[src/rtl/ppu_mem_arbiter.sv]
// PPU memory-port sequencer: shares the single 8-bit port between render fetches
// and the CPU PPUDATA path (address latch, buffered reads, auto-increment).
module ppu_mem_arbiter #(
  parameter int STARVE_LIMIT = 8
) (
  input  logic        clk,
  input  logic        rst_n,
  input  logic        rend_req,
  input  logic [15:0] rend_addr,
  output logic        rend_ack,
  output logic [7:0]  rend_rdata,
  output logic        rend_valid,
  input  logic        cpu_addr_wr,
  input  logic        cpu_data_wr,
  input  logic        cpu_data_rd,
  input  logic        cpu_status_rd,
  input  logic [7:0]  cpu_wdata,
  input  logic        inc32,
  output logic [7:0]  cpu_rdata,
  output logic        cpu_busy,
  output logic [13:0] vaddr,
  output logic [15:0] mem_addr,
  output logic        mem_re,
  output logic        mem_we,
  output logic [7:0]  mem_wdata,
  input  logic [7:0]  mem_rdata
);
  localparam int CW = $clog2(STARVE_LIMIT + 2);
  localparam logic [CW-1:0] SLIM = CW'(STARVE_LIMIT);

  typedef enum logic [2:0] {
    IDLE, R_ISSUE, R_DATA, C_RD_ISSUE, C_RD_DATA, C_WR
  } state_t;

  state_t        state, state_n;
  logic          w, pending, op_rd;
  logic [13:0]   op_addr;
  logic [7:0]    op_wdata, rd_buf;
  logic [CW-1:0] starve_cnt;
  logic          at_decision, grant_cpu, grant_rend, accept, addr_wr_eff;

  // Handshake: rend_req is held until rend_ack; rend_valid pulses two cycles after
  // rend_ack. CPU pulses are single-cycle and a data op is taken only when !cpu_busy.
  assign cpu_busy    = pending | (state == C_RD_ISSUE) | (state == C_RD_DATA) | (state == C_WR);
  assign accept      = (cpu_data_wr | cpu_data_rd) & ~cpu_busy;
  assign addr_wr_eff = cpu_addr_wr & ~cpu_status_rd;

  // Decisions happen in IDLE and in the final cycle of each access: no bubbles.
  assign at_decision = (state == IDLE) | (state == R_DATA) | (state == C_RD_DATA) | (state == C_WR);
  assign grant_cpu   = at_decision & pending & ((starve_cnt == SLIM) | ~rend_req);
  assign grant_rend  = at_decision & ~grant_cpu & rend_req;

  always_ff @(posedge clk or negedge rst_n) begin
    if (!rst_n) state <= IDLE;
    else        state <= state_n;
  end

  always_comb begin
    state_n   = state;
    rend_ack  = 1'b0;
    mem_re    = 1'b0;
    mem_we    = 1'b0;
    mem_addr  = 16'h0000;
    mem_wdata = 8'h00;
    case (state)
      R_ISSUE: begin
        mem_re   = 1'b1;
        mem_addr = rend_addr;
        rend_ack = 1'b1;
        state_n  = R_DATA;
      end
      C_RD_ISSUE: begin
        mem_re   = 1'b1;
        mem_addr = {2'b00, op_addr};
        state_n  = C_RD_DATA;
      end
      C_WR: begin
        mem_we    = 1'b1;
        mem_addr  = {2'b00, op_addr};
        mem_wdata = op_wdata;
      end
      default: ;
    endcase
    if (at_decision) begin
      if (grant_cpu)       state_n = op_rd ? C_RD_ISSUE : C_WR;
      else if (grant_rend) state_n = R_ISSUE;
      else                 state_n = IDLE;
    end
  end

  // Address register, write toggle, op capture and starvation counter.
  always_ff @(posedge clk or negedge rst_n) begin
    if (!rst_n) begin
      vaddr      <= '0;
      w          <= 1'b0;
      op_addr    <= '0;
      op_rd      <= 1'b0;
      op_wdata   <= '0;
      pending    <= 1'b0;
      starve_cnt <= '0;
    end else begin
      if (cpu_status_rd)    w <= 1'b0;
      else if (cpu_addr_wr) w <= ~w;

      if (addr_wr_eff && !w)  vaddr[13:8] <= cpu_wdata[5:0];
      else if (addr_wr_eff)   vaddr[7:0]  <= cpu_wdata;
      else if (accept)        vaddr       <= vaddr + (inc32 ? 14'd32 : 14'd1);

      if (accept) begin
        op_addr  <= vaddr;
        op_rd    <= cpu_data_rd;
        op_wdata <= cpu_wdata;
      end

      if (accept)         pending <= 1'b1;
      else if (grant_cpu) pending <= 1'b0;

      if (!pending || grant_cpu)               starve_cnt <= '0;
      else if (grant_rend && starve_cnt != SLIM) starve_cnt <= starve_cnt + CW'(1);
    end
  end

  // Read data return paths: render byte, read buffer and CPU-visible byte.
  always_ff @(posedge clk or negedge rst_n) begin
    if (!rst_n) begin
      rend_rdata <= '0;
      rend_valid <= 1'b0;
      rd_buf     <= '0;
      cpu_rdata  <= '0;
    end else begin
      rend_valid <= (state == R_DATA);
      if (state == R_DATA) rend_rdata <= mem_rdata;
      if (accept && cpu_data_rd && vaddr[13:8] != 6'h3F) cpu_rdata <= rd_buf;
      if (state == C_RD_DATA) begin
        rd_buf <= mem_rdata;
        // Palette reads bypass the buffer delay.
        if (op_addr[13:8] == 6'h3F) cpu_rdata <= mem_rdata;
      end
    end
  end

endmodule

[config.mk]
export PLATFORM = sky130hd
export DESIGN_NAME = ppu_mem_arbiter
export DESIGN_NICKNAME = d
export VERILOG_FILES = /design/src/rtl/ppu_mem_arbiter.sv
export SDC_FILE = /design/constraint.sdc
export NUM_CORES = 1
export LEC_CHECK = 0
export CORE_MARGIN = 1.5
export CORE_UTILIZATION = 35
export CTS_CLUSTER_DIAMETER = 60
export DETAILED_ROUTE_END_ITERATION = 8
export PLACE_DENSITY = 0.73
export SLEW_MARGIN = 10
export SYNTH_ARGS = -nofsm -noshare
export SYNTH_HDL_FRONTEND = slang
export SYNTH_SLANG_ARGS = --single-unit
export TNS_END_PERCENT = 50
[constraint.sdc]
create_clock -name clk -period 2.66 [get_ports clk]
set_clock_uncertainty 0.1 [all_clocks]
set_input_delay 0.399 -clock clk [delete_from_list [all_inputs] [get_ports clk]]
set_output_delay 0.399 -clock clk [all_outputs]
set_load 0.02 [all_outputs]
-- After elaboration in Yosys (flattened, before gate mapping)
Cells that the tools add are included.
- $add $sub $neg: 2
- $mul: 0
- div/mod/pow operators: 0
- $lt $le $gt $ge: 0
- equal/unequal tests: 10
- shift operators: 0
- muxes and demuxes: 24
- bitwise operators: 20
- reductions and logical operators: 18
- operator list (cell ; number):
    $mux 8 ; 5
    $pmux 16 s2 ; 1
    $mux 6 ; 3
    $add 14x6->14 ; 1
    $mux 14 ; 1
    $reduce_bool 2->1 ; 5
    $mux 3 ; 3
    $mux 1 ; 8
    $mux 4 ; 2
    $or 1x1->1 ; 8
    $and 1x1->1 ; 6
    $eq 3x2->1 const B ; 2
    $eq 3x3->1 const B ; 2
    $eq 6x6->1 const B ; 1
    $ne 6x6->1 const B ; 1
    $not 1->1 ; 6
    $pmux 3 s2 ; 1
    $add 4x1->4 const B ; 1
    $eq 4x4->1 const B ; 1
    $logic_and 1x1->1 ; 4
    $ne 4x4->1 const B ; 1
    $reduce_and 2->1 ; 2
    $reduce_or 2->1 ; 2
    $eq 3x1->1 const B ; 1
    other kinds (5) ; 6
- register bits after elaboration: 71
- bits in latches: 0
- bits in writable memories: 0
- memory bits (read-only): 0
- bits of input ports: 40
- output and inout bits: 59
- word-level logic and storage cells: 87
- memories: 0

-- Longest topological paths before layout
Gate-level depths: netlist (run 1).
- depth in word-level cells: 12
- mapped depth: 8
- mapped depth without buffers: 8

-- Worst setup path before layout (run 1)
OpenSTA, ideal clock, no wires.
- path kind: register to output
- start point: reg state[0]
- end point: out mem_addr[14]
- arrival time: 1823 ps
- data required time: 2161 ps
- path slack: 338 ps
- cell stages (with the launch flop): 5
- path buffers: 1
- cells stage by stage: dfrtp_1 > clkbuf_1 > nor2b_1 > nor2b_1 > and2_1
- longest elaborated chain between the ends: 3
- RTL lines (item ; line ; RTL):
    from (decl) ; 35 ; state_t state, state_n;
    from (signal assigned) ; 55 ; else state <= state_n;
    $eq 3x2->1 / $eq 3x3->1 (equally long branches) ; 65 ; case (state)
    $reduce_or 2->1 (no source line) ; -- ;
    $pmux 16 s2 (*) ; 65 ;
    to (decl) ; 22 ; output logic [15:0] mem_addr,
Every way passes the cells marked *; elsewhere a longest branch is shown, timed or not.

-- Worst setup path in the final report (run 1)
- start point: reg state[2]
- end point: out cpu_busy
- longest elaborated chain between the ends: 4
- RTL lines (item ; line ; RTL):
    $eq 3x2->1 ; 44 ; assign cpu_busy = pending | (state == C_RD_ISSUE) | (state == C_RD_DATA) | (state == C_WR);
    $or 1x1->1 (2 in a row) ; 44 ;
    $or 1x1->1 (*) ; 44 ;
    to (decl) ; 20 ; output logic cpu_busy,
Marked as above.

==> results.py, run 1 <==
metrics = {
    "outcome": {
        "outcome": "finished with violations",
        "violations": "hold timing",
    },
    "yosys": {
        "syn_avg_cell_area_um2": 9.71,
        "netlist_area_um2": 3700,
        "yosysSeqAreaShare_pct": 48.0,
        "synth_warnings": 0,
        "ys.flop_type": "dfrtp_1",
        "synth_seq_cells": 71,
        "yosysUniqueCellTypes": 45,
        "syn_nets": 426,
        "synth_cells": 381,
        "ys_async_sr_fraction_pct": 100,
        "synth-edff-count": 0,
    },
    "setup_path": {
        "regToRegSetupSlack_ns": 0.47,
        "rr_worst_depth": 7,
        "r2r-end": "vaddr[10]",
        "r2r-start": "vaddr[0]",
        "cp-start-kind": "flip-flop",
        "cp_max_fo": 7,
        "path_class": "reg -> out",
        "required_ns": 2.16,
        "cp.arrival_ns": 2.04,
        "endpoint_kind": "output pin",
    },
    "global_route": {
        "antenna_found_initial": 0,
        "globalRouteOverflowTotal": 0,
        "first_global_vias": 3220,
        "grt_usage_pct": 18.0,
        "grt_max_degree": 44,
        "grt_pass1_wl_um": 16100,
    },
    "final_layout": {
        "num-nets-final": 530,
        "drive_above_1_share_pct": 13.3,
        "diodes": 0,
        "syn2layout_area_growth_pct": 37.9,
        "fin_cells": 626,
    },
    "clock_tree": {
        "cts_root_buf": "clkbuf_8",
        "cts-buffers-inserted": 9,
        "cts_tree": "yes",
        "cts_num_sinks": 71,
        "cts_hold_buf": 0,
        "worst_skew_pair.late_latency_ns": 0.35,
        "post-cts-setup-buffer-count": 0,
        "cts_htree_levels": 3,
        "cts.reportedPaths.clkPinSlew_ns": 0.08,
        "cts_buffer_depth": 2,
    },
    "sta": {
        "maxSlewViolCount": 0,
        "setup_viol": 0,
        "rsz0062_at_grt": "false",
        "slew-limit-headroom_pct": 53.2,
        "hold_ws_ns": -0.00975,
        "fin_crit_ns": 2.53,
        "final-hold-violation-count": 10,
        "min_period_over_period_pct": 95.3,
        "tightest_slew_ns": 0.702,
        "timing.fmax_mhz": 395,
        "setup_tns_ns": 0,
    },
    "power_and_ir_drop": {
        "p_int_mw": 2.05,
        "combPwrFrac_pct": 22.3,
        "p_leak_nw": 2.32,
        "ir_drop_uv": 251,
        "swShare_pct": 32.0,
        "power_frac_seq_pct": 49.2,
        "power_switching_uw": 964,
        "clkPwrFrac_pct": 28.5,
        "p_per_area_nw_per_um2": 590,
    },
    "route": {
        "viasPerCell": 5.15,
        "detail-route-antenna-nets": 0,
        "wl_per_cell_um": 15.3,
        "drt_iter0_drc": 249,
        "via_count": 3222,
        "totalWireLength_um": 9610,
        "post-route-drc-count": 0,
        "first_pass_iters": 4,
    },
    "die": {
        "std_cell_rows": 37,
        "die_area_um2": 11200,
        "ios": 99,
        "initial_core_util_pct": 36.0,
        "core_um2": 10300,
        "chipWidth_um": 106,
        "chipHeight_um": 106,
    },
    "placed_design": {
        "place_inst": 610,
        "dp_hpwl_um": 7230,
        "io_buffers": 98,
        "gp_congestion": 0.888,
    },
    "flow_run": {
        "maxCapViolCount": 0,
    },
    "min_path": {
        "hold_path.class": "in -> async",
    },
}
==> Yosys cell counts (2+ instances only) <==
cell type	number	share of area, %
a211oi_1	2	0.41
a21oi_1	6	0.81
a31oi_1	2	0.34
and2_1	19	3.2
and3_1	13	2.2
and4_1	3	0.71
buf_2	6	0.81
clkbuf_1	13	1.3
dfrtp_1	71	48
ha_1	5	1.7
inv_1	8	0.81
mux2_2	26	7.9
mux2i_1	23	6.2
nand2_1	74	7.5
nand2b_1	3	0.51
nand3_1	9	1.2
nand4_1	3	0.51
nor2_1	15	1.5
nor2b_1	6	1.0
nor3_1	8	1.1
nor3b_1	2	0.41
o211ai_1	4	0.81
o21ai_0	27	3.7
o21ai_1	2	0.27
o22ai_1	5	0.85
o32ai_1	2	0.47
xnor2_1	4	0.95
xor2_1	3	0.71
==> critical path, stage by stage, from the launching register on <==
cell and delay, ns:
dfrtp_1 0.40, buf_4 0.17, nand3b_1 0.20, and3_1 0.25
inv_1 0.06, clkdlybuf4s50_1 0.61
==> metrics by stage <==
step | setup slack, ns | util, % | cell area [um2] | power (mW)
5_1_grt | 0.00209 | 49.6 | 5100 | 3.17
3_3_place_gp | 0.0775 | 47.5 | 4890 | 2.13
2_1_floorplan | 0.338 | - | 3700 | 1.81
6_report | 0.126 | 49.6 | 5100 | 3.01
4_1_cts | 0.0433 | 49.5 | 5090 | 3.03
3_5_place_dp | 0.0293 | 47.5 | 4890 | 2.17
==> power by group through the flow <==
stage	logic (mW)	clock network (mW)	registers [mW]
floorplan	0.335	0	1.48
global placement	0.653	0	1.48
CTS	0.675	0.878	1.48
detailed placement	0.672	0	1.50
global route	0.740	0.920	1.51
finish	0.673	0.858	1.48
==> worst max-delay path by stage <==
stage	endpoint	startpoint
floorplan	mem_addr[14]	state[0]
global placement	vaddr[10]	inc32
detailed placement	vaddr[10]	inc32
CTS	mem_addr[14]	state[2]
global route	mem_addr[3]	state[1]
finish	cpu_busy	state[2]
==> cell families (layout without fill, tap and decap cells) <==
| group | Yosys count | in the layout | share of synthesized area, % |
|---|---|---|---|
| buffers and inverters | 27 | 136 | 2.94 |
| AOI/OAI and AO/OA | 60 | 60 | 10.0 |
| muxes | 49 | 49 | 14.1 |
| and+or+nand+nor | 162 | 162 | 21.5 |
| adders and majority gates | 5 | 5 | 1.69 |
| DFF | 71 | 71 | 48.0 |
| xor gates and xnor gates | 7 | 7 | 1.66 |
==> metal layers <==
metal | vias up | routed length (um) | global-route usage (%) | part of all wire, %
met5 | - | 0 | 0 | 0
met4 | 0 | 348 | 8.01 | 3.6
met3 | 26 | 601 | 4.33 | 6.3
met2 | 123 | 4220 | 27.3 | 44
met1 | 1529 | 4440 | 24.3 | 46
li1 | 1544 | - | - | -
==> state kept, by name, indices dropped and copies added (netlist names) <==
| signal | flops |
|---|---|
| cpu_rdata | 8 |
| op_addr | 14 |
| op_rd | 1 |
| op_wdata | 8 |
| pending | 1 |
| rd_buf | 8 |
| rend_rdata | 8 |
| rend_valid | 1 |
| starve_cnt | 4 |
| state | 3 |
| vaddr | 14 |
| w | 1 |
==> timing repair <==
| action | in CTS | in global routing |
|---|---|---|
| resized for setup | 1 | 6 |
| pin swaps | 0 | 0 |
| endpoints found under the setup margin | 8 | 16 |
==> cell type report <==
type                    instances  area, um2
well taps                     136        170
fillers                       978       5170
clock buffers                  10        128
repair buffers                112       1100
clock inverters                 6       70.1
flip-flops and latches         71       1780
inverters                       8       30.0
multi-input cells             283       1830
==> placed cells by master (no fill, tap or decap), types with 8 or more instances in the layout <==
cell / n
and2_1: 19
and3_1: 13
nand2_1: 74
nand3_1: 9
nor3_1: 8
mux2i_1: 23
nor2_1: 15
dfrtp_1: 70
o21ai_0: 27
clkbuf_8: 9
mux2_2: 26
buf_4: 13
inv_1: 8
clkdlybuf4s50_1: 95
No activity file was read; power rests on OpenSTA's default activity.
==> inputs of run 2 (changes only) <==
--- a/config.mk
+++ b/config.mk
@@ -9,7 +9,7 @@
 export CORE_UTILIZATION = 35
 export CTS_CLUSTER_DIAMETER = 60
 export DETAILED_ROUTE_END_ITERATION = 8
-export PLACE_DENSITY = 0.73
+export PLACE_DENSITY = 0.71
 export SLEW_MARGIN = 10
 export SYNTH_ARGS = -nofsm -noshare
 export SYNTH_HDL_FRONTEND = slang
==> run 2 against run 1 <==
Against the previous run: the flow still finishes with violations (hold timing); critical path type unchanged; routed wire length rose by 1.4%; die area did not move; flip-flop and latch count did not move; worst hold slack got worse by 0.0037 ns; largest power group unchanged; fmax fell by 0.69%.
==> results.py, run 2 (synthesis gave the netlist of run 1 again) <==
metrics = {
    "outcome": {
        "outcome": "finished with violations",
        "violations": "hold timing",
    },
    "die": {
        "std_cell_rows": 37,
        "chipWidth_um": 106,
        "core_um2": 10300,
        "ios": 99,
        "die_area_um2": 11200,
        "initial_core_util_pct": 36.0,
        "chipHeight_um": 106,
    },
    "global_route": {
        "grt_pass1_wl_um": 16400,
        "grtUsageMet2_pct": 28.0,
        "grt_max_degree": 44,
        "first_global_vias": 3256,
        "globalRouteOverflowTotal": 0,
        "grtUsageMet1_pct": 25.4,
        "met3_usage_pct": 4.95,
        "busiest_layer": "met2",
        "grt_usage_pct": 18.7,
        "antenna_found_initial": 0,
    },
    "final_layout": {
        "fin_cells": 627,
        "drive_above_1_share_pct": 13.4,
        "mostFrequentLayoutCell": "clkdlybuf4s50_1",
        "syn2layout_area_growth_pct": 38.6,
        "num-nets-final": 531,
        "layout_common_cells": "clkdlybuf4s50_1, nand2_1, dfrtp_1",
        "diodes": 0,
        "reg.largest.list": "op_addr: 14 flops, vaddr: 14 flops",
        "fillers": 941,
    },
    "route": {
        "wl_per_cell_um": 15.5,
        "detail-route-antenna-nets": 0,
        "first_pass_iters": 4,
        "totalWireLength_um": 9740,
        "drt_iter0_drc": 277,
        "via_count": 3184,
        "viasPerCell": 5.08,
        "post-route-drc-count": 0,
    },
    "setup_path": {
        "rr_worst_depth": 7,
        "critPathMaxStageDelay_ns": 0.61,
        "cp_max_fo": 7,
        "regToRegSetupSlack_ns": 0.47,
        "path_cells": "buf_4 > nand3b_1 > and3_1 > inv_1 > clkdlybuf4s50_1",
        "path_delay_family": "buffers and inverters",
        "cp_slowest_cell": "clkdlybuf4s50_1",
        "r2r-end": "vaddr[10]",
        "critical_path_depth": 5,
        "path_buf_inv": 3,
        "endpoint_kind": "output pin",
        "cp-start-kind": "flip-flop",
        "required_ns": 2.16,
        "r2r-start": "vaddr[0]",
        "path_class": "reg -> out",
        "cp.arrival_ns": 2.05,
    },
    "sta": {
        "tightest_slew_ns": 0.690,
        "min_period_over_period_pct": 95.9,
        "fin_crit_ns": 2.55,
        "maxSlewViolCount": 0,
        "slew-limit-headroom_pct": 54.0,
        "rsz0062_at_grt": "false",
        "setup_ws_ns": 0.108,
        "setup_viol": 0,
        "final-hold-violation-count": 19,
        "hold_ws_ns": -0.0134,
        "timing.fmax_mhz": 392,
        "setup_tns_ns": 0,
    },
    "flow_run": {
        "maxCapViolCount": 0,
    },
    "clock_tree": {
        "cts_hold_buf": 0,
        "worst_skew_pair.late_latency_ns": 0.35,
        "cts_buffer_depth": 2,
        "cts_root_buf": "clkbuf_8",
        "cts-buffers-inserted": 9,
        "cts.reportedPaths.clkPinSlew_ns": 0.08,
        "cts_htree_levels": 3,
        "cts_tree": "yes",
        "cts_num_sinks": 71,
    },
    "min_path": {
        "hold_path.class": "in -> async",
    },
    "placed_design": {
        "dp_hpwl_um": 7210,
        "io_buffers": 98,
        "post-place-ws_ns": 0.0365,
        "gp_congestion": 0.870,
        "place_inst": 610,
    },
    "power_and_ir_drop": {
        "ir_drop_uv": 240,
        "p_per_area_nw_per_um2": 592,
        "p_leak_nw": 2.30,
    },
}
run 2: area by class of cell:
type	instances	area (um2)	share of cell area, %
timing repair buffer	113	1120	21.8
tap	136	170	3.32
clock buffer	10	138	2.68
sequential	71	1780	34.7
clock inverter	6	70.1	1.37
multi-input combinational	283	1830	35.6
inverter	8	30.0	0.585
run 2: what timing repair did:
action                                  4_1_cts  5_1_grt
resized for setup                             2        4
setup buffers                                 0        1
endpoints found under the setup margin        9       22
run 2: worst max path at each step:
stage / from / end
after floorplan: state[0] / mem_addr[14]
after global placement: inc32 / vaddr[10]
after detailed placement: inc32 / vaddr[10]
after CTS: state[1] / mem_addr[12]
after global routing: state[2] / cpu_busy
final: state[2] / cpu_busy
run 2: per-layer routing:
layer | wire length, um | share of wire [%] | up-vias
met5 | 0 | 0 | -
met4 | 310 | 3.2 | 0
met3 | 576 | 5.9 | 24
met2 | 4390 | 45 | 115
met1 | 4460 | 46 | 1503
li1 | - | - | 1542
run 2: power breakdown:
part,total (mW),switching (mW),internal (mW)
clock network,0.885,0.424,0.461
logic,0.671,0.322,0.348
registers,1.48,0.220,1.26
run 2: metrics by stage:
stage / utilization [%] / power (mW) / cell area (um2) / hold WS, ns
after floorplan: - / 1.81 / 3700 / 0.00341
after global placement: 47.5 / 2.14 / 4890 / 0.354
after detailed placement: 47.5 / 2.16 / 4890 / 0.355
after CTS: 49.6 / 3.05 / 5100 / 0.00250
after global routing: 49.9 / 3.20 / 5130 / 0.0327
final: 49.9 / 3.04 / 5130 / -0.0134
==> inputs of run 3 (changes only) <==
--- a/config.mk
+++ b/config.mk
@@ -5,6 +5,8 @@
 export SDC_FILE = /design/constraint.sdc
 export NUM_CORES = 1
 export LEC_CHECK = 0
+export ABC_AREA = 0
+export CORE_ASPECT_RATIO = 1.5
 export CORE_MARGIN = 1.5
 export CORE_UTILIZATION = 35
 export CTS_CLUSTER_DIAMETER = 60
==> run 3 against run 2 <==
Against the previous run: the run now ends clean; cell count is 1.3% higher; worst hold slack better by 0.39 ns; non-clock buffer count is 3 higher; critical path type unchanged; largest cell class unchanged.
==> results.py, run 3 (synthesis gave the netlist of run 1 again) <==
metrics = {
    "global_route": {
        "globalRouteOverflowTotal": 0,
        "grt_usage_pct": 17.9,
        "antenna_found_initial": 0,
        "grt_pass1_wl_um": 15800,
        "grt_max_degree": 31,
        "first_global_vias": 3318,
    },
    "route": {
        "totalWireLength_um": 9710,
        "via_count": 3238,
        "detail-route-antenna-nets": 0,
        "post-route-drc-count": 0,
        "first_pass_iters": 4,
        "wl_per_cell_um": 15.3,
        "drt_iter0_drc": 132,
        "viasPerCell": 5.10,
    },
    "flow_run": {
        "maxCapViolCount": 0,
    },
    "placed_design": {
        "dpl-instance-area_um2": 4900,
        "dp_hpwl_um": 7370,
        "io_buffers": 98,
        "gp_congestion": 0.874,
    },
    "setup_path": {
        "rr_worst_depth": 7,
        "path_class": "reg -> out",
        "endpoint_kind": "output pin",
        "required_ns": 2.16,
        "cp.arrival_ns": 2.06,
        "path_delay_family": "buffers and inverters",
        "cp_slowest_cell": "clkdlybuf4s50_1",
        "path_buf_inv": 3,
        "cp-start-kind": "flip-flop",
        "critical_path_depth": 5,
        "path_cells": "buf_4 > nand3b_1 > and3_1 > inv_1 > clkdlybuf4s50_1",
        "critPathMaxStageDelay_ns": 0.60,
        "cp_max_fo": 7,
    },
    "clock_tree": {
        "post-cts-setup-buffer-count": 0,
        "cts-buffers-inserted": 9,
        "worst_skew_pair.late_latency_ns": 0.33,
        "cts_tree": "yes",
        "cts_num_sinks": 71,
        "cts_root_buf": "clkbuf_16",
        "cts.reportedPaths.clkPinSlew_ns": 0.05,
        "cts_htree_levels": 3,
        "cts_buffer_depth": 2,
    },
    "die": {
        "die_area_um2": 11200,
        "chipHeight_um": 129,
        "ios": 99,
        "initial_core_util_pct": 36.3,
        "core_um2": 10200,
        "std_cell_rows": 45,
        "chipWidth_um": 87.0,
    },
    "power_and_ir_drop": {
        "p_per_area_nw_per_um2": 654,
        "ir_drop_uv": 405,
        "finalPower_mw": 3.43,
        "p_leak_nw": 2.40,
    },
    "sta": {
        "fin_crit_ns": 2.56,
        "final-hold-violation-count": 0,
        "timing.fmax_mhz": 391,
        "setup_tns_ns": 0,
        "setup_viol": 0,
        "tightest_slew_ns": 0.535,
        "min_period_over_period_pct": 96.1,
        "slew-limit-headroom_pct": 64.2,
        "rsz0062_at_grt": "false",
        "maxSlewViolCount": 0,
        "hold_ws_ns": 0.374,
    },
    "final_layout": {
        "final_area_um2": 5250,
        "reg.largest.list": "op_addr: 14 flops, vaddr: 14 flops",
        "syn2layout_area_growth_pct": 41.8,
        "mostFrequentLayoutCell": "clkdlybuf4s50_1",
        "diodes": 0,
        "drive_above_1_share_pct": 13.6,
        "layout_common_cells": "clkdlybuf4s50_1, nand2_1, dfrtp_1",
        "num-nets-final": 534,
    },
    "min_path": {
        "whs_path_depth": 2,
        "hold_path.class": "reg -> reg",
    },
    "outcome": {
        "outcome": "complete, no violations",
    },
}
-- run 3: layout make-up --
cell class	count	area (um2)
clock buffers	11	243
clock inverters	5	81.3
fillers	935	4940
inverters	8	30.0
multi-input cells	283	1820
flip-flops and latches	71	1780
well taps	141	176
repair buffers	116	1120
-- run 3: path summary, 6_finish.rpt --
kind | startpoint | endpoint | slack (ns)
setup / recovery | state[2] | cpu_busy | 0.10
hold / removal | op_wdata[1] | op_wdata[1] | 0.37
setup reg to reg | vaddr[0] | vaddr[12] | 0.54
hold reg to reg | op_wdata[1] | op_wdata[1] | 0.37
max in group asynchronous | rst_n | state[1] | 1.21
min in group asynchronous | rst_n | rend_valid | 0.47
-- run 3: metrics by stage --
| stage | util [%] | setup WS (ns) | instances |
|---|---|---|---|
| finish | 51.5 | 0.103 | 635 |
| CTS | 51.4 | 0.0569 | 635 |
| floorplan | - | 0.338 | 381 |
| global placement | 48.1 | 0.0647 | 618 |
| detailed placement | 48.1 | 0.0243 | 618 |
| global route | 51.5 | 0.0127 | 635 |
-- run 3: what timing repair did --
item,in CTS,in global routing
resized for setup,1,5
endpoints found under the setup margin,1,18
hold endpoints to repair,19,0
hold buffers,1,0
-- run 3: worst min-delay path: stages (launching register included) --
cell and delay, ns:
dfrtp_1 0.33, nand2_1 0.06, nand2_1 0.06
-- run 3: where the power goes --
part	internal [mW]	switching, mW	total, mW
Sequential	1.26	0.220	1.48
Clock	0.846	0.439	1.29
Combinational	0.347	0.318	0.665
Total	2.46	0.977	3.43
-- run 3: per-layer routing --
| layer | share of wire [%] | global-route usage, % |
|---|---|---|
| met1 | 42 | 21.1 |
| met2 | 51 | 31.0 |
| met3 | 4.5 | 3.78 |
| met4 | 3.0 | 8.16 |
| met5 | 0 | 0 |
